--- config.mk ---
export PLATFORM = sky130hd
export DESIGN_NAME = pc_fetch_unit
export DESIGN_NICKNAME = d
export VERILOG_FILES = /design/src/rtl/pc_pkg.sv /design/src/rtl/pc_incr.sv /design/src/rtl/pc_fetch_unit.sv
export SDC_FILE = /design/constraint.sdc
export NUM_CORES = 1
export LEC_CHECK = 0
export ABC_CLOCK_PERIOD_IN_PS = 1600
export CORE_ASPECT_RATIO = 1.75
export CORE_MARGIN = 3
export CORE_UTILIZATION = 40
export DETAILED_ROUTE_END_ITERATION = 10
export HOLD_SLACK_MARGIN = 0.06
export PLACE_DENSITY = 0.77
export SLEW_MARGIN = 20
export SYNTH_ARGS = -nofsm -noshare
export SYNTH_HDL_FRONTEND = slang
export SYNTH_HIERARCHICAL = 1
export SYNTH_SLANG_ARGS = --single-unit
--- constraint.sdc ---
create_clock -name clk -period 1.6 [get_ports clk]
set_input_delay 0.32 -clock clk [delete_from_list [all_inputs] [get_ports clk]]
set_output_delay 0.32 -clock clk [all_outputs]
set_load 0.01 [all_outputs]
--- src/rtl/pc_pkg.sv ---
// Shared definitions for the fetch-stage program-counter unit.
//   pc_state_e : control state (reset hold, running, halted)
//   pc_sel_e   : next-PC source, listed highest priority first
//   Def*Vector : default reset and trap entry addresses
package pc_pkg;

    typedef enum logic [1:0] {
        StResetHold,
        StRun,
        StHalt
    } pc_state_e;

    typedef enum logic [2:0] {
        SelTrap,
        SelMisalign,
        SelRedirect,
        SelIncr,
        SelHold
    } pc_sel_e;

    localparam logic [31:0] DefResetVector = 32'h0000_0000;
    localparam logic [31:0] DefTrapVector  = 32'h0000_0004;

endpackage

--- src/rtl/pc_incr.sv ---
// Constant-step PC adder.
//   a   : input address
//   sum : a + STEP, modulo 2^XLEN
module pc_incr #(
    parameter int unsigned XLEN = 32,
    parameter int unsigned STEP = 1
) (
    input  logic [XLEN-1:0] a,
    output logic [XLEN-1:0] sum
);

    assign sum = a + XLEN'(STEP);

endmodule

--- src/rtl/pc_fetch_unit.sv ---
// Fetch-stage program counter: holds the PC, advances it on each accepted
// fetch and applies trap / redirect with fixed priority.
//   clk, rst          : clock, synchronous active-high reset
//   stall             : blocks the fetch handshake
//   halt, resume      : enter / leave the halted state
//   redirect_valid/_target, trap_valid : control-flow change requests
//   fetch_ready       : instruction memory accepts fetch_pc
//   fetch_valid, fetch_pc : fetch request towards instruction memory
//   pc_plus_step      : fetch_pc + STEP (link value)
//   misaligned_err    : pulse the cycle after a misaligned redirect
//   fetch_count       : number of accepted fetches, wrapping
module pc_fetch_unit
    import pc_pkg::*;
#(
    parameter int unsigned     XLEN         = 32,
    parameter int unsigned     STEP         = 1,
    parameter int unsigned     ALIGN_BITS   = 0,
    parameter logic [XLEN-1:0] RESET_VECTOR = XLEN'(DefResetVector),
    parameter logic [XLEN-1:0] TRAP_VECTOR  = XLEN'(DefTrapVector),
    parameter int unsigned     CNT_W        = 32
) (
    input  logic             clk,
    input  logic             rst,
    input  logic             stall,
    input  logic             halt,
    input  logic             resume,
    input  logic             redirect_valid,
    input  logic [XLEN-1:0]  redirect_target,
    input  logic             trap_valid,
    input  logic             fetch_ready,
    output logic             fetch_valid,
    output logic [XLEN-1:0]  fetch_pc,
    output logic [XLEN-1:0]  pc_plus_step,
    output logic             misaligned_err,
    output logic [CNT_W-1:0] fetch_count
);

    // Low bits of a redirect target that must be zero; all-zero mask when ALIGN_BITS is 0.
    localparam logic [XLEN-1:0] AlignMask = ~({XLEN{1'b1}} << ALIGN_BITS);

    pc_state_e        state_q, state_d;
    pc_sel_e          sel;
    logic [XLEN-1:0]  pc_q, pc_d, pc_inc;
    logic [CNT_W-1:0] cnt_q, cnt_d;
    logic             err_q, err_d;
    logic             fire, misaligned, jump;

    // Single adder shared by the link output and the increment path.
    pc_incr #(
        .XLEN (XLEN),
        .STEP (STEP)
    ) u_pc_incr (
        .a   (pc_q),
        .sum (pc_inc)
    );

    assign fetch_valid    = (state_q == StRun);
    assign fetch_pc       = pc_q;
    assign pc_plus_step   = pc_inc;
    assign misaligned_err = err_q;
    assign fetch_count    = cnt_q;

    assign fire       = fetch_valid & fetch_ready & ~stall;
    assign misaligned = |(redirect_target & AlignMask);
    assign jump       = trap_valid | redirect_valid;

    always_comb begin
        sel = SelHold;
        if (trap_valid)                        sel = SelTrap;
        else if (redirect_valid && misaligned) sel = SelMisalign;
        else if (redirect_valid)               sel = SelRedirect;
        else if (fire)                         sel = SelIncr;
    end

    always_comb begin
        pc_d  = pc_q;
        cnt_d = cnt_q;
        err_d = 1'b0;
        unique case (sel)
            SelTrap:     pc_d = TRAP_VECTOR;
            SelMisalign: begin
                pc_d  = TRAP_VECTOR;
                err_d = 1'b1;
            end
            SelRedirect: pc_d = redirect_target;
            SelIncr: begin
                pc_d  = pc_inc;
                cnt_d = cnt_q + CNT_W'(1);
            end
            SelHold:     pc_d = pc_q;
        endcase
    end

    always_comb begin
        state_d = state_q;
        unique case (state_q)
            StResetHold: state_d = StRun;
            StRun: begin
                // A same-cycle redirect or trap keeps the unit running.
                if (!jump && halt) state_d = StHalt;
            end
            StHalt: begin
                if (jump)         state_d = StRun;
                else if (halt)    state_d = StHalt;
                else if (resume)  state_d = StRun;
            end
            default:             state_d = StResetHold;
        endcase
    end

    always_ff @(posedge clk) begin
        if (rst) begin
            state_q <= StResetHold;
            pc_q    <= RESET_VECTOR;
            cnt_q   <= '0;
            err_q   <= 1'b0;
        end else begin
            state_q <= state_d;
            pc_q    <= pc_d;
            cnt_q   <= cnt_d;
            err_q   <= err_d;
        end
    end

endmodule

==> results of run 1 <==
## what timing repair did
item,4_1_cts,5_1_grt
setup buffers,37,42
cloned,1,1
pin swaps,79,73
endpoints found under the hold margin,0,0
resized for setup,280,83
hold buffers,0,0
endpoints found under the setup margin,150,89
## registers in the layout (all words and copies together), names as in the netlist
| name | count |
|---|---|
| fetch_pc | 32 |
| fetch_count | 32 |
| state_q | 2 |
| misaligned_err | 1 |
## area by class of cell
| type | instances | area (um^2) |
|---|---|---|
| Sequential cell | 67 | 1430 |
| Timing Repair Buffer | 317 | 2820 |
| Clock buffer | 14 | 295 |
| Clock inverter | 1 | 5.00 |
| Inverter | 8 | 30.0 |
| Antenna cell | 1 | 2.50 |
| Tap cell | 117 | 146 |
| Multi-Input combinational cell | 314 | 2960 |
| Fill cell | 403 | 1100 |
## worst paths after layout
kind / from / to / depth (start not counted)
worst max-delay path: fetch_pc[12]$_SDFFE_PP0P_ / pc_plus_step[27] / 6
worst min-delay path: rst / fetch_count[19]$_SDFFE_PP0N_ / 2
worst max register to register: fetch_pc[12]$_SDFFE_PP0P_ / fetch_pc[23]$_SDFFE_PP0P_ / 9
worst min register to register: fetch_count[14]$_SDFFE_PP0N_ / fetch_count[14]$_SDFFE_PP0N_ / 2
## layout by cell type, fill, tap and decap left out, types with 11 or more instances in the layout
cell type        instances
buf_6                   40
a222oi_1                31
nand4_1                 13
xor2_1                  15
buf_2                   28
dfxtp_2                 22
nand2_1                 17
nand3_4                 13
a21oi_1                 13
clkdlybuf4s50_1         35
buf_12                  13
nand3_1                 11
dfxtp_1                 30
dlygate4sd2_1           65
buf_4                  129
nor4_4                  11
dfxtp_4                 15
nor2_1                  45
## routing by layer
layer  global-route usage  routed length [um]
met1                0.291                6190
met2                0.580               10600
met3               0.0622                1300
met4                0.183                1420
met5                    0                   0
## power breakdown
group	internal (mW)	total (mW)	switching (mW)
clock network	1.26	2.02	0.759
registers	1.69	1.72	0.0316
logic	0.325	0.639	0.314
## kinds of logic (layout without fill, tap and decap cells)
group | after synthesis | in the layout | synth area share
flip-flops | 67 | 67 | 0.369
other | 1 | 2 | 0.00103
multiplexers | 8 | 8 | 0.0245
adder cells (fa/ha/maj) | 2 | 2 | 0.00689
XOR/XNOR | 35 | 35 | 0.0844
AO/OA/AOI/OAI | 73 | 73 | 0.155
AND/OR/NAND/NOR | 193 | 195 | 0.314
buffers and inverters | 37 | 340 | 0.0455
## metrics by stage
step | hold slack [ns] | cell area [um^2] | worst slack, ns | TNS, ns | utilization
after global routing | 0.449 | 7680 | -0.792 | -28.75 | 0.875
after global placement | 0.501 | 6190 | -0.646 | -38.29 | 0.705
after detailed placement | 0.510 | 6190 | -0.692 | -40.43 | 0.705
after CTS | 0.420 | 6980 | -0.656 | -17.33 | 0.794
after floorplan | 0.457 | 3940 | -0.127 | -2.59 | -
final | 0.436 | 7680 | -0.762 | -25.14 | 0.875
## worst max-delay path, stage by stage, from the launching register on
cell and delay (ns):
dfxtp_4 0.35, and4_4 0.28, nand3_4 0.15, buf_6 0.16, nor4_4 0.34, xor2_2 0.26, buf_2 0.18
==> results.yml, run 1 <==
run_status:
  status: "finished with violations"
  violations: "negative setup slack"
flow_run:
  drv_cap: 0
pwr:
  power_density_nw_per_um2: 570
  irDropWorstVdd_mv: 0.706
  power_mw: 4.38
  p_leak_nw: 3.78
clock_tree:
  htreeDepth: 3
  cts_buffer_depth: 2
  root_buffer: "clkbuf_16"
  cts_sinks: 67
  clk_pin_slew_ns: 0.06
  tritoncts: "done"
  clock_latency_ns: 0.33
  cts_buffers: 9
setup_path:
  start_kind: "flip-flop"
  cp-end-kind: "output port"
  cp_data_arrival_time_ns: 2.04
  required_ns: 1.28
  setup.worst_path.class: "flip-flop to output port"
  crit_fanout: 5
  r2r_setup_slack_ns: -0.49
synthesis:
  synth_area_per_cell_um2: 8.73
  yosysTopAreaCell: "dfxtp_1"
  synthesis.nets: 458
  synth_flop_cell: "dfxtp_1"
  synth_area_um2: 3630
  synth-seq-area-share: 0.369
  ys_ff_latch: 67
  netlist_instances: 416
  synth_edf_count: 0
  synth.top_cells.by_count: "dfxtp_1, nor2_1, a222oi_1"
  synth_top_area_frac: 0.369
  synth.most_common_cell: "dfxtp_1"
  yosys.cell_types.count: 43
  async_reset_ff_frac: 0
  yosys-top-cells-area: "dfxtp_1, a222oi_1, xor2_1, nor2_1, nand3_1"
  yosys_warnings: 6
place:
  io_buffer_count: 137
  placed_cells: 750
  dp_hpwl_mm: 10.2
  place.gp.congestion: 0.831
sta:
  fin_skew_ns: 0.00876
  setup_viol: 73
  min_period_over_period: 1.48
  slew_violations: 0
  setup_slack_ns: -0.762
  fmax_mhz: 423
  rsz0062_at_grt: "true"
  hold_viol_final: 0
  layout_min_cycle_time_ns: 2.36
global_route:
  grt_max_degree: 32
  grt_overflow_total: 0
  grt_pass1_vias: 4938
  grt_pass1_wl_mm: 25.0
  grtUsageTotal: 0.305
  antenna_found_initial: 1
routing:
  vias: 5204
  dr.pass1.iters: 10
  wire_per_inst_um: 23.2
  routed_via_density: 6.20
  drcViolationCount: 0
  routed_wl_mm: 19.5
  ant_nets: 0
  drt_iter0_markers: 503
floorplan:
  die_x_um: 78.0
  core_area_um2: 8780
  initial_core_util: 0.414
  rows: 45
  die_h_um: 132
  ios: 138
  dieArea_um2: 10300
finish:
  drive_gt1_frac: 0.520
  syn_to_final_growth_pct: 111
  final_cells: 839
  final_nets: 759
hold_path:
  hp-class: "input port to flip-flop"
(Power assumes the default switching activity.)
==> run 2, diff against run 1 <==
--- a/config.mk
+++ b/config.mk
@@ -5,13 +5,15 @@
 export SDC_FILE = /design/constraint.sdc
 export NUM_CORES = 1
 export LEC_CHECK = 0
-export ABC_CLOCK_PERIOD_IN_PS = 1600
+export ABC_AREA = 1
+export ABC_CLOCK_PERIOD_IN_PS = 2500
 export CORE_ASPECT_RATIO = 1.75
 export CORE_MARGIN = 3
-export CORE_UTILIZATION = 40
+export CORE_UTILIZATION = 48
 export DETAILED_ROUTE_END_ITERATION = 10
 export HOLD_SLACK_MARGIN = 0.06
-export PLACE_DENSITY = 0.77
+export PLACE_DENSITY = 0.82
+export SKIP_LAST_GASP = 1
 export SLEW_MARGIN = 20
 export SYNTH_ARGS = -nofsm -noshare
 export SYNTH_HDL_FRONTEND = slang
==> constraint.sdc (replaced) <==
create_clock -name clk -period 2.5 [get_ports clk]
set_input_delay 0.5 -clock clk [delete_from_list [all_inputs] [get_ports clk]]
set_output_delay 0.5 -clock clk [all_outputs]
set_load 0.01 [all_outputs]
==> run 2 against run 1 <==
Effect of this change: the run still ends with negative setup slack left; power fell by 35%; cell area down 15%; setup slack improved by 0.75 ns; final cell count grew 24%; first-iteration DRC count down 28%; synthesized cell count increased by 82%; global-route usage is 0.77 points lower; routed wire length decreased by 18%; combinational power decreased by 49%; worst hold slack improved by 0.039 ns; via count is 5.8% higher; die area is 3.2% higher; highest routed layer unchanged.
==> results.yml, run 2 <==
finish:
  final_nets: 955
  fill_cells: 803
  syn_to_final_growth_pct: 45.2
  final_common_cell: "nand2_1"
  layout.cells.most_common_list: "nand2_1, clkdlybuf4s50_1, inv_1"
  final_area_um2: 6540
  drive_gt1_frac: 0.134
  diodes: 0
sta:
  hold_viol_final: 0
  min_period_over_period: 1.00
  setup_slack_ns: -0.0100
  hold-worst-slack_ns: 0.475
  fin_skew_ns: 0.00893
  slew_headroom: 0.646
  rsz0062_at_grt: "true"
  setup_viol: 1
  layout_min_cycle_time_ns: 2.51
  tightest_slew_ns: 0.531
  fmax_mhz: 398
  slew_violations: 0
routing:
  routed_wl_mm: 16.1
  drt_iter0_markers: 364
  drcViolationCount: 0
  vias: 5505
  dr.pass1.iters: 7
  ant_nets: 0
  wire_per_inst_um: 15.5
  routed_via_density: 5.30
clock_tree:
  tritoncts: "done"
  root_buffer: "clkbuf_16"
  cts_buffers: 9
  cts-hold-fix-buffers: 0
  clock_latency_ns: 0.34
  clk_pin_slew_ns: 0.06
  htreeDepth: 3
  cts_sinks: 67
  cts_buffer_depth: 2
place:
  io_buffer_count: 137
  place_ws_ns: 0.0768
  placed_area_um2: 6020
  place.gp.congestion: 0.971
  dp_hpwl_mm: 11.9
synthesis:
  synthesis.nets: 801
  synth.top_cells.by_count: "nand2_1, inv_1, nand3_1"
  synth_flop_cell: "dfxtp_1"
  yosys.cell_types.count: 35
  netlist_instances: 759
  synth_area_per_cell_um2: 5.94
  yosys_warnings: 6
  yosysTopAreaCell: "dfxtp_1"
  synth_edf_count: 0
  ys_ff_latch: 67
  async_reset_ff_frac: 0
  synth-seq-area-share: 0.298
  synth.most_common_cell: "nand2_1"
  synth_area_um2: 4510
  yosys-top-cells-area: "dfxtp_1, nand2_1, nand3_1, inv_1, nor2_1"
  synth_top_area_frac: 0.298
setup_path:
  cp_data_arrival_time_ns: 2.01
  critical_path.cell_chain: "ha_4 -> inv_1 -> nor2_4 -> nand2_4 -> xnor2_2 -> clkdlybuf4s50_1"
  rr_startpoint: "fetch_count[1]$_SDFFE_PP0N_"
  crit_buf_inv: 2
  r2r_end: "fetch_count[12]$_SDFFE_PP0N_"
  setup.worst_path.class: "flip-flop to output port"
  reg2reg_depth: 8
  crit_family: "buffers and inverters"
  cp-end-kind: "output port"
  critical-path-max-stage-delay_ns: 0.58
  start_kind: "flip-flop"
  r2r_setup_slack_ns: 0.69
  crit_fanout: 4
  required_ns: 2.00
  crit_path_top_delay_cell: "clkdlybuf4s50_1"
pwr:
  power_mw: 2.86
  irDropWorstVdd_mv: 0.347
  p_leak_nw: 2.99
  power_density_nw_per_um2: 437
flow_run:
  drv_cap: 0
floorplan:
  dieArea_um2: 10600
  die_h_um: 134
  initial_core_util: 0.496
  ios: 138
  core_area_um2: 9090
  die_x_um: 79.3
  rows: 46
global_route:
  grtUsageTotal: 0.298
  grt_pass1_wl_mm: 24.9
  antenna_found_initial: 0
  grt_overflow_total: 0
  grt_pass1_vias: 5281
  grt_max_degree: 48
hold_path:
  hp-start: "fetch_count[5]$_SDFFE_PP0N_"
  holdPathEnd: "fetch_count[5]$_SDFFE_PP0N_"
  hp-class: "flip-flop to flip-flop"
  hold-path-cell-count: 2
run_status:
  violations: "negative setup slack"
  status: "finished with violations"
==> run 2: cell count changes after synthesis, sizes merged, moves of 9 or more <==
cell / delta
a222oi: -31
and4: -12
inv: +98
nand2: +260
nand3: +76
nor2: +62
nor2b: -12
nor3: -9
nor4: -13
o31ai: -10
or4: -10
xor2: -12
==> run 2: kinds of logic (layout without fill, tap and decap cells) <==
family | count (synthesis) | count (layout) | share of synthesized area
AO/OA/AOI/OAI | 24 | 24 | 0.0280
XOR/XNOR | 17 | 17 | 0.0347
adder cells (fa/ha/maj) | 2 | 2 | 0.00555
buffers and inverters | 130 | 289 | 0.117
flip-flops | 67 | 67 | 0.298
other | 1 | 1 | 0.000832
AND/OR/NAND/NOR | 518 | 518 | 0.516
==> run 2: how the worst max path moves through the flow <==
stage	from	end	slack, ns	depth (start not counted)
global placement	fetch_pc[0]$_SDFFE_PP0P_	pc_plus_step[14]	0.14	7
detailed placement	fetch_pc[0]$_SDFFE_PP0P_	pc_plus_step[10]	0.08	7
finish	fetch_pc[0]$_SDFFE_PP0P_	pc_plus_step[8]	-0.01	6
global route	fetch_pc[0]$_SDFFE_PP0P_	pc_plus_step[8]	-0.07	6
floorplan	fetch_pc[1]$_SDFFE_PP0P_	pc_plus_step[14]	0.64	6
CTS	fetch_pc[0]$_SDFFE_PP0P_	pc_plus_step[6]	-0.14	6
==> run 2: layer usage <==
metal / up-vias / global-route usage / part of all wire / wire [um]
met1: 2544 / 0.289 / 0.35 / 5590
li1: 2636 / - / - / -
met2: 259 / 0.570 / 0.55 / 8790
met3: 66 / 0.0551 / 0.055 / 883
met4: 0 / 0.164 / 0.049 / 789
met5: - / 0 / 0 / 0
==> run 2: area by class of cell <==
type	count	area, um^2	area share
tap	120	150	0.0229
clock buffer	10	239	0.0365
timing repair buffer	166	1560	0.238
clock inverter	6	93.8	0.0143
multi-input combinational	562	2730	0.417
sequential	67	1370	0.210
inverter	107	402	0.0614
==> run 2: worst register-to-register path, stage by stage, from the launching register on <==
cell,delay [ns]
dfxtp_1,0.37
ha_1,0.20
inv_1,0.09
nor2_2,0.17
nand3_1,0.17
nor2_4,0.35
nand2_1,0.13
o21ai_0,0.18
nor2_1,0.05
==> run 2: per-stage QoR <==
step | util | setup TNS [ns] | instances
after floorplan | - | 0 | 759
after global placement | 0.662 | 0 | 1007
after detailed placement | 0.662 | 0 | 1007
after CTS | 0.712 | -0.523 | 1035
after global routing | 0.720 | -0.186 | 1038
final | 0.720 | -0.0100 | 1038
==> run 2: timing repair <==
action,CTS,global route
gates resized for setup,46,40
setup endpoints to repair,28,18
pin swaps,8,5
setup buffers,12,3
==> run 2: report_power, final <==
part	switching [mW]	internal [mW]
Sequential	0.0323	1.09
Combinational	0.164	0.163
Clock	0.497	0.910
Total	0.694	2.17
==> run 3, diff against run 2 <==
--- a/config.mk
+++ b/config.mk
@@ -8,7 +8,7 @@
 export ABC_AREA = 1
 export ABC_CLOCK_PERIOD_IN_PS = 2500
 export CORE_ASPECT_RATIO = 1.75
-export CORE_MARGIN = 3
+export CORE_MARGIN = 4
 export CORE_UTILIZATION = 48
 export DETAILED_ROUTE_END_ITERATION = 10
 export HOLD_SLACK_MARGIN = 0.06
==> run 3 against run 2 <==
Effect of this change: the flow still finishes with violations (negative setup slack); count of clock-buffer cells in the layout is the same; final cell count is 0.67% higher; critical path depth decreased by 1; routed wire length grew 0.18%; sequential power barely moved; clock power decreased by 4%; flip-flop and latch count stayed put; largest cell class unchanged.
==> results.yml, run 3 (same netlist as run 2, synthesis figures left out) <==
run_status:
  status: "finished with violations"
  violations: "negative setup slack"
global_route:
  grt_pass1_vias: 5185
  grt_pass1_wl_mm: 24.3
  antenna_found_initial: 0
  grtUsageTotal: 0.286
  grt_overflow_total: 0
  grt_max_degree: 48
hold_path:
  hp-class: "flip-flop to flip-flop"
clock_tree:
  cts_buffer_depth: 2
  cts_buffers: 9
  cts-hold-fix-buffers: 0
  cts_sinks: 67
  clk_pin_slew_ns: 0.05
  clock_latency_ns: 0.33
  root_buffer: "clkbuf_16"
  htreeDepth: 3
  tritoncts: "done"
finish:
  syn_to_final_growth_pct: 46.9
  final_nets: 962
  final_cells: 1045
  drive_gt1_frac: 0.130
  final_common_cell: "nand2_1"
  diodes: 0
  final_util: 0.728
  layout.cells.most_common_list: "nand2_1, clkdlybuf4s50_1, inv_1"
sta:
  setup_slack_ns: -0.0482
  rsz0062_at_grt: "true"
  hold_viol_final: 0
  fmax_mhz: 392
  setup_viol: 1
  slew_violations: 0
  layout_min_cycle_time_ns: 2.55
  fin_skew_ns: 0.00886
  min_period_over_period: 1.02
floorplan:
  die_x_um: 81.3
  core_area_um2: 9090
  initial_core_util: 0.496
  dieArea_um2: 11100
  rows: 46
  die_h_um: 136
  ios: 138
routing:
  dr.pass1.iters: 4
  ant_nets: 0
  routed_wl_mm: 16.1
  drt_iter0_markers: 322
  vias: 5365
  wire_per_inst_um: 15.4
  routed_via_density: 5.13
  drcViolationCount: 0
place:
  placed_cells: 1011
  place_ws_ns: 0.0764
  io_buffer_count: 137
  place.gp.congestion: 0.993
  dp_hpwl_mm: 11.8
setup_path:
  required_ns: 2.00
  critical_path.cell_chain: "ha_2 -> inv_1 -> nor2_4 -> xor2_1 -> clkdlybuf4s50_1"
  setup.worst_path.class: "flip-flop to output port"
  start_kind: "flip-flop"
  critical-path-max-stage-delay_ns: 0.61
  cp_data_arrival_time_ns: 2.05
  cp-end-kind: "output port"
  crit_path_top_delay_cell: "clkdlybuf4s50_1"
  crit_fanout: 4
pwr:
  power_density_nw_per_um2: 426
  power_mw: 2.82
  p_leak_nw: 3.14
  irDropWorstVdd_mv: 0.575
flow_run:
  drv_cap: 0
==> run 3: cell types whose count changed in the layout (fill, tap and decap cells not counted), moves of 2 or more <==
cell / change
dlygate4sd2_1: -9
nand2_2: -2
dfxtp_2: -7
buf_4: +6
nor2_2: -5
dfxtp_1: +6
inv_6: -2
dlymetal6s2s_1: +8
nor2_4: +2
nor2_1: +3
==> run 3: repair_timing <==
action | CTS | global route
setup endpoints to repair | 26 | 23
buffers inserted | 9 | 9
pin swaps | 7 | 9
gates resized for setup | 36 | 45
==> run 3: final cells by class <==
class                      count  area (um^2)
timing repair buffer         173         1650
sequential                    67         1370
fill                         780         2470
inverter                     107          402
clock inverter                 6         88.8
clock buffer                  10          229
tap                          120          150
multi-input combinational    562         2730
==> run 3: metrics by stage <==
stage	hold WS (ns)	setup TNS (ns)	area, um^2
4_1_cts	0.470	-1.28	6480
6_report	0.471	-0.0482	6620
5_1_grt	0.500	-0.180	6620
2_1_floorplan	0.446	0	4510
3_5_place_dp	0.461	0	6050
3_3_place_gp	0.455	0	6050
==> run 3: power by group <==
group | internal, mW | switching, mW | total [mW]
Clock | 0.875 | 0.489 | 1.36
Combinational | 0.169 | 0.167 | 0.336
Sequential | 1.09 | 0.0287 | 1.12
==> run 3: final timing paths <==
kind / startpoint / to / slack (ns) / cells past startpoint
max: fetch_pc[0]$_SDFFE_PP0P_ / pc_plus_step[4] / -0.05 / 5
min: fetch_count[5]$_SDFFE_PP0N_ / fetch_count[5]$_SDFFE_PP0N_ / 0.47 / 2
max reg2reg: fetch_pc[0]$_SDFFE_PP0P_ / fetch_pc[24]$_SDFFE_PP0P_ / 0.70 / 14
min reg2reg: fetch_count[5]$_SDFFE_PP0N_ / fetch_count[5]$_SDFFE_PP0N_ / 0.47 / 2
==> run 3: per-layer routing <==
metal | GRT usage | vias to the layer above | wire length, um
li1 | - | 2656 | -
met1 | 0.283 | 2430 | 5730
met2 | 0.531 | 225 | 8680
met3 | 0.0504 | 54 | 863
met4 | 0.175 | 0 | 808
met5 | 0 | - | 0
==> run 3: worst max-delay path: cells and delay by family (launching register included) <==
family	cells	cell delay, ns
xor gates and xnor gates	1	0.33
adders and majority gates	1	0.19
buffers and inverters	2	0.69
DFF	1	0.35
and+or+nand+nor	1	0.17
